**config.mk**
```make
export PLATFORM = sky130hd
export DESIGN_NAME = counter_comparator
export DESIGN_NICKNAME = d
export VERILOG_FILES = /design/src/rtl/counter_comparator.sv
export SDC_FILE = /design/constraint.sdc
export NUM_CORES = 1
export LEC_CHECK = 0
export ABC_AREA = 1
export CAP_MARGIN = 20
export CORE_ASPECT_RATIO = 1.4
export CORE_MARGIN = 2
export CORE_UTILIZATION = 49
export DETAILED_ROUTE_END_ITERATION = 10
export HOLD_SLACK_MARGIN = 0.12
export PLACE_DENSITY = 0.86
export SLEW_MARGIN = 15
export SYNTH_ARGS = -nofsm -noshare
export SYNTH_HDL_FRONTEND = slang
export SYNTH_SLANG_ARGS = --single-unit
```
**constraint.sdc**
```tcl
create_clock -name clk -period 3.8 [get_ports clk]
set_input_delay 0.76 -clock clk [delete_from_list [all_inputs] [get_ports clk]]
set_output_delay 0.76 -clock clk [all_outputs]
set_load 0.03 [all_outputs]
```
**src/rtl/counter_comparator.sv**
```systemverilog
// counter_comparator: free-running modulo counter with a magnitude comparator.
// It is the building block of the VGA timing generator and is cascaded via wrap.
// Optional macro COUNTER_COMPARATOR_REG_OUT_EN registers lt/eq/gt/wrap.

// Unsigned magnitude comparator, purely combinational.
module counter_comparator_cmp #(
  parameter int unsigned WIDTH = 10
) (
  input  logic [WIDTH-1:0] a,
  input  logic [WIDTH-1:0] b,
  output logic             lt_c,
  output logic             eq_c,
  output logic             gt_c
);

  // Exactly one of the three flags is high for any operand pair.
  always_comb begin
    lt_c = (a < b);
    eq_c = (a == b);
    gt_c = (a > b);
  end

endmodule

module counter_comparator #(
  parameter int unsigned WIDTH    = 10,
  parameter int unsigned TERMINAL = 799
) (
  input  logic             clk,
  input  logic             rst_n,
  input  logic             en,
  input  logic             clr,
  input  logic [WIDTH-1:0] cmp_b,
  output logic [WIDTH-1:0] count,
  output logic             wrap,
  output logic             lt,
  output logic             eq,
  output logic             gt
);

  localparam logic [WIDTH-1:0] TERM_VAL = WIDTH'(TERMINAL);

  logic [WIDTH-1:0] count_d;
  logic             term_lt_c;
  logic             term_eq_c;
  logic             term_gt_c;
  logic             lt_c;
  logic             eq_c;
  logic             gt_c;
  logic             wrap_c;

  // Terminal detect against the constant last count value.
  counter_comparator_cmp #(.WIDTH(WIDTH)) u_term_cmp (
    .a    (count),
    .b    (TERM_VAL),
    .lt_c (term_lt_c),
    .eq_c (term_eq_c),
    .gt_c (term_gt_c)
  );

  // Threshold compare against the external operand.
  counter_comparator_cmp #(.WIDTH(WIDTH)) u_thr_cmp (
    .a    (count),
    .b    (cmp_b),
    .lt_c (lt_c),
    .eq_c (eq_c),
    .gt_c (gt_c)
  );

  // Cascade enable: terminal reached, counting, and not being cleared.
  always_comb begin
    wrap_c = en & ~clr & term_eq_c;
  end

  // Next count: clear beats enable; any value at or past terminal reloads 0.
  always_comb begin
    count_d = count;
    if (clr) begin
      count_d = '0;
    end else if (en) begin
      if (term_eq_c || term_gt_c) begin
        count_d = '0;
      end else begin
        count_d = count + WIDTH'(1);
      end
    end
  end

  // Count register.
  always_ff @(posedge clk or negedge rst_n) begin
    if (!rst_n) begin
      count <= '0;
    end else begin
      count <= count_d;
    end
  end

`ifdef COUNTER_COMPARATOR_REG_OUT_EN
  // Registered flags, one cycle behind the values they reflect.
  always_ff @(posedge clk or negedge rst_n) begin
    if (!rst_n) begin
      lt   <= 1'b1;
      eq   <= 1'b0;
      gt   <= 1'b0;
      wrap <= 1'b0;
    end else begin
      lt   <= lt_c;
      eq   <= eq_c;
      gt   <= gt_c;
      wrap <= wrap_c;
    end
  end
  logic unused_term_lt;
  assign unused_term_lt = term_lt_c;
`else
  // Zero-latency flags straight from the comparators.
  always_comb begin
    lt   = lt_c;
    eq   = eq_c;
    gt   = gt_c;
    wrap = wrap_c;
  end
  logic unused_term_lt;
  assign unused_term_lt = term_lt_c;
`endif

endmodule

```
==> results of run 1 <==
==> area by class of cell <==
| type | count | area share |
|---|---|---|
| multi-input cells | 104 | 0.456 |
| flip-flops and latches | 10 | 0.206 |
| repair buffers | 27 | 0.222 |
| inverters | 25 | 0.0771 |
| well taps | 20 | 0.0206 |
| clock buffers | 3 | 0.0185 |
==> synthesized netlist by cell type <==
| cell type | instances | area share |
|---|---|---|
| nand2_2 | 3 | 0.021 |
| dfrtp_1 | 10 | 0.28 |
| nor2_1 | 14 | 0.058 |
| a21oi_1 | 2 | 0.011 |
| xor2_1 | 1 | 0.0097 |
| o21bai_1 | 1 | 0.0083 |
| ha_1 | 11 | 0.15 |
| a21o_1 | 1 | 0.0083 |
| nor2_2 | 2 | 0.014 |
| nand3_1 | 10 | 0.056 |
| inv_2 | 2 | 0.0083 |
| nand4_1 | 3 | 0.021 |
| nand2_1 | 47 | 0.20 |
| a21boi_0 | 1 | 0.0083 |
| xnor2_1 | 2 | 0.019 |
| inv_1 | 23 | 0.096 |
| o21ai_1 | 6 | 0.033 |
==> critical path: cells and delay by family <==
kind | cells | cell delay, ns
simple gates | 4 | 0.42
buf+inv | 3 | 1.16
fa+ha+maj | 1 | 0.28
compound gates | 1 | 0.21
==> routing by layer <==
layer / global-route usage / vias to the layer above / wire [um]
met5: 0 / - / 0
met4: 0.139 / 0 / 57
met3: 0.0122 / 7 / 77
met2: 0.406 / 34 / 1160
met1: 0.270 / 445 / 906
li1: - / 493 / -
==> where the power goes <==
group	leakage (nW)	internal, W	switching, W
clock network	0.0138	0.0000365	0.0000351
logic	0.476	0.0000223	0.0000219
registers	0.138	0.000108	0.00000419
total	0.628	0.000167	0.0000612
==> per-stage QoR <==
step | hold slack [ns] | utilization | cell area, um^2 | setup WS [ns]
after floorplan | 0.464 | - | 900 | 0.944
after global placement | 0.562 | 0.680 | 1190 | 0.282
after detailed placement | 0.571 | 0.680 | 1190 | 0.218
after CTS | 0.590 | 0.693 | 1220 | 0.212
after global routing | 0.629 | 0.693 | 1220 | 0.0873
final | 0.590 | 0.693 | 1220 | 0.195
==> logic make-up after synthesis <==
group / Yosys count / synth area share
flops: 10 / 0.278
buf+inv: 25 / 0.104
compound gates: 11 / 0.0696
fa+ha+maj: 11 / 0.153
simple gates: 79 / 0.366
xor+xnor: 3 / 0.0292
==> final timing paths <==
check                                     startpoint                   end  depth (start not counted)
worst max-delay path                        cmp_b[9]                    gt                          9
worst min-delay path            count[9]$_DFFE_PN0P_  count[9]$_DFFE_PN0P_                          2
worst max register to register  count[0]$_DFFE_PN0P_  count[0]$_DFFE_PN0P_                          6
worst min register to register  count[9]$_DFFE_PN0P_  count[9]$_DFFE_PN0P_                          2
max in group asynchronous                      rst_n  count[6]$_DFFE_PN0P_                          1
min in group asynchronous                      rst_n  count[8]$_DFFE_PN0P_                          1
==> flow_metrics.py, run 1 <==
metrics = {
    "power_and_ir_drop": {
        "p_per_area_mw_per_mm2": 187,
        "power_w": 0.000228,
        "cellLeakagePower_nw": 0.628,
        "vdd_ir_drop_max_uv": 207,
    },
    "detailed_routing": {
        "vias": 979,
        "drc": 0,
        "routed_wirelength_mm": 2.20,
        "wl_per_cell_um": 11.6,
        "ant_nets": 0,
        "drtIter0Drc": 19,
        "drtPass1Iterations": 4,
        "vias_per_cell": 5.18,
    },
    "layout": {
        "final_cell_mix": "nand2_1, clkdlybuf4s50_1, inv_1, nor2_1, ha_1",
        "fillers": 159,
        "final-seq-area_um2": 250,
        "drive_above_1_share": 0.0592,
        "fin_nets": 196,
        "regMostFlops": "count",
        "finalNonFillerCells": 189,
        "num_antenna_cells": 0,
        "largestRegisters": "count (10)",
        "syn2layout_area_growth_pct": 35.3,
        "largest_reg_flops": 10,
        "multi_input_area_um2": 556,
        "layout_commonest_cell": "nand2_1",
    },
    "global_route": {
        "gr-total-overflow": 0,
        "grt_pass1_wl_mm": 3.48,
        "grt_pass1_vias": 872,
        "track_usage": 0.233,
        "grt_max_degree": 11,
        "antenna_found_initial": 0,
    },
    "die": {
        "dieArea_mm2": 0.00220,
        "core_area_mm2": 0.00176,
        "die_y_um": 54.7,
        "core.rowCount": 18,
        "io-pin-count": 28,
        "start_util": 0.512,
        "die_width_um": 40.2,
    },
    "clock_tree": {
        "cts-root-buf": "clkbuf_4",
        "cts_tree": "yes",
        "cts_hold_buf": 0,
        "clk_latency_ns": 0.27,
        "htreeDepth": 1,
        "clk_pin_slew_ns": 0.06,
        "numCtsBuffers": 3,
        "clock_path_buffers": 2,
        "cts_sinks": 10,
        "cts-resized-gates": 0,
        "post_cts_buffers": 0,
    },
    "status": {
        "status": "completed",
    },
    "worst_setup_path": {
        "end_kind": "primary output",
        "cp.required_ns": 3.04,
        "start_kind": "primary input",
        "path_class": "primary input to primary output",
        "path_cells": "clkdlybuf4s50_1 > inv_1 > ha_1 > nand2_1 > nor2_1 > a21boi_0 > nor2_1 > nor2_1 > clkdlybuf4s50_1",
        "path_max_fanout": 3,
        "cp_data_arrival_time_ns": 2.84,
        "crit_slowest_cell": "clkdlybuf4s50_1",
        "ff2ff_setup_slack_ns": 2.30,
        "crit_top_cell": "nor2_1",
        "crit_path_max_incr_delay_ns": 0.67,
    },
    "yosys": {
        "syn_avg_cell_area_um2": 6.47,
        "syn-num-nets": 164,
        "ys_ff_latch": 10,
        "synth_area_um2": 900,
        "ys_seq_area_frac": 0.278,
        "syn_inst": 139,
        "ys_types": 17,
        "yosysWarningCount": 0,
    },
    "sta": {
        "min_period_over_period": 0.949,
        "relSlewSlack": 0.584,
        "drv_slew": 0,
        "rsz0062_at_grt": "no",
        "period_needed_ns": 3.60,
        "finalSetupViolCount": 0,
        "fin_tns_setup_ns": 0,
        "hold_viol": 0,
        "worstMarginPinSlew_ns": 0.622,
        "finClkSkew_ns": 0.00737,
        "max_freq_mhz": 277,
    },
    "place": {
        "io_buffers": 27,
        "gp_congestion": 0.868,
        "placed_cells": 186,
        "dp_hpwl_mm": 1.73,
    },
    "flow_run": {
        "maxCapViolations": 0,
    },
    "min_path": {
        "hold_path_class": "flop to flop",
    },
}
Note: power is estimated with default switching activity, not from simulation.
==> run 2: changes to the inputs <==
--- a/config.mk
+++ b/config.mk
@@ -6,13 +6,14 @@
 export NUM_CORES = 1
 export LEC_CHECK = 0
 export ABC_AREA = 1
+export ABC_CLOCK_PERIOD_IN_PS = 3040
 export CAP_MARGIN = 20
 export CORE_ASPECT_RATIO = 1.4
 export CORE_MARGIN = 2
-export CORE_UTILIZATION = 49
+export CORE_UTILIZATION = 41
 export DETAILED_ROUTE_END_ITERATION = 10
 export HOLD_SLACK_MARGIN = 0.12
-export PLACE_DENSITY = 0.86
+export PLACE_DENSITY = 0.77
 export SLEW_MARGIN = 15
 export SYNTH_ARGS = -nofsm -noshare
 export SYNTH_HDL_FRONTEND = slang
==> constraint.sdc (replaced) <==
create_clock -name clk -period 3.04 [get_ports clk]
set_input_delay 0.608 -clock clk [delete_from_list [all_inputs] [get_ports clk]]
set_output_delay 0.608 -clock clk [all_outputs]
set_load 0.03 [all_outputs]
==> flow_metrics.py, run 2 (synthesis results as in run 1) <==
metrics = {
    "min_path": {
        "hold_path_class": "flop to flop",
        "min_path_cells": 2,
        "min_to": "count[9]$_DFFE_PN0P_",
        "hp-start": "count[9]$_DFFE_PN0P_",
    },
    "layout": {
        "drive_above_1_share": 0.0769,
        "final_cell_mix": "nand2_1, clkdlybuf4s50_1, inv_1, nor2_1, ha_1",
        "num_antenna_cells": 0,
        "fin_util": 0.570,
        "finalNonFillerCells": 191,
        "syn2layout_area_growth_pct": 34.8,
        "fin_nets": 196,
        "regMostFlops": "count",
        "fillers": 202,
        "largest_reg_flops": 10,
        "largestRegisters": "count (10)",
        "layout_commonest_cell": "nand2_1",
    },
    "global_route": {
        "antenna_found_initial": 0,
        "track_usage": 0.179,
        "grt_pass1_wl_mm": 3.46,
        "grtUsageMet1": 0.200,
        "grt_pass1_vias": 849,
        "met2_usage": 0.326,
        "grt_use_met3": 0.00915,
        "gr-total-overflow": 0,
        "grt_max_degree": 11,
        "top_usage_layer": "met2",
    },
    "worst_setup_path": {
        "path_class": "primary input to primary output",
        "cp_data_arrival_time_ns": 2.19,
        "end_kind": "primary output",
        "reg2reg_depth": 6,
        "start_kind": "primary input",
        "reg2reg_to": "count[8]$_DFFE_PN0P_",
        "cp.required_ns": 2.43,
        "path_max_fanout": 3,
        "worstReg2RegStart": "count[0]$_DFFE_PN0P_",
        "ff2ff_setup_slack_ns": 1.55,
    },
    "detailed_routing": {
        "drc": 0,
        "vias": 919,
        "wl_per_cell_um": 10.8,
        "routed_wirelength_mm": 2.06,
        "ant_nets": 0,
        "drtIter0Drc": 15,
        "drtPass1Iterations": 4,
        "vias_per_cell": 4.81,
    },
    "sta": {
        "fin_tns_setup_ns": 0,
        "worstMarginPinSlew_ns": 0.611,
        "period_needed_ns": 2.80,
        "drv_slew": 0,
        "rsz0062_at_grt": "no",
        "min_period_over_period": 0.921,
        "finClkSkew_ns": 0.000282,
        "max_freq_mhz": 357,
        "relSlewSlack": 0.591,
        "finalSetupViolCount": 0,
        "hold_viol": 0,
    },
    "place": {
        "io_buffers": 27,
        "dp_hpwl_mm": 1.72,
        "placed_cells": 188,
        "gp_congestion": 0.797,
    },
    "clock_tree": {
        "clk_latency_ns": 0.27,
        "cts-root-buf": "clkbuf_4",
        "cts-resized-gates": 0,
        "cts_hold_buf": 0,
        "post_cts_buffers": 0,
        "cts_sinks": 10,
        "clk_pin_slew_ns": 0.06,
        "numCtsBuffers": 3,
        "cts_tree": "yes",
        "htreeDepth": 1,
        "clock_path_buffers": 2,
    },
    "power_and_ir_drop": {
        "power_w": 0.000284,
        "p_per_area_mw_per_mm2": 234,
        "vdd_ir_drop_max_uv": 157,
        "cellLeakagePower_nw": 0.632,
    },
    "die": {
        "core_area_mm2": 0.00213,
        "io-pin-count": 28,
        "core.rowCount": 20,
        "start_util": 0.423,
        "die_width_um": 43.6,
        "dieArea_mm2": 0.00259,
        "die_y_um": 59.4,
    },
    "status": {
        "status": "completed",
    },
    "flow_run": {
        "maxCapViolations": 0,
    },
}
## run 2: how the worst max path moves through the flow
stage                     startpoint  endpoint  slack (ns)  depth (start not counted)
after floorplan             cmp_b[9]        gt        0.49                          7
after global placement      cmp_b[9]        gt        0.22                          9
after detailed placement    cmp_b[9]        gt        0.22                          9
after CTS                   cmp_b[9]        gt        0.21                          9
after global routing        cmp_b[9]        gt        0.04                          9
final                       cmp_b[9]        gt        0.24                          9
## run 2: layout make-up
cell class              instances  area (um^2)  share of cell area
repair buffers                 27          263               0.217
flip-flops and latches         10          250               0.206
clock buffers                   3         22.5              0.0186
inverters                      25         93.8              0.0774
multi-input cells             104          556               0.458
well taps                      22         27.5              0.0227
## run 2: critical path, cell delays in order
cell,delay (ns)
clkdlybuf4s50_1,0.45
inv_1,0.04
ha_1,0.29
nand2_1,0.07
nor2_1,0.18
a21boi_0,0.23
nor2_1,0.08
nor2_1,0.08
buf_4,0.16
## run 2: power breakdown
part / total, W / switching, W / internal, W
logic: 0.0000539 / 0.0000262 / 0.0000277
clock network: 0.0000900 / 0.0000443 / 0.0000457
registers: 0.000140 / 0.00000485 / 0.000135
## run 2: routing by layer
metal	part of all wire	up-vias	routed length, um
li1	-	494	-
met1	0.40	402	819
met2	0.54	20	1120
met3	0.040	3	83
met4	0.018	0	37
met5	0	-	0
## run 2: per-stage QoR
| stage | hold WS (ns) | worst slack [ns] | instance area (um^2) |
|---|---|---|---|
| 3_5_place_dp | 0.564 | 0.217 | 1190 |
| 4_1_cts | 0.579 | 0.213 | 1210 |
| 6_report | 0.580 | 0.239 | 1210 |
| 2_1_floorplan | 0.312 | 0.488 | 900 |
| 5_1_grt | 0.629 | 0.0353 | 1210 |
| 3_3_place_gp | 0.556 | 0.225 | 1190 |
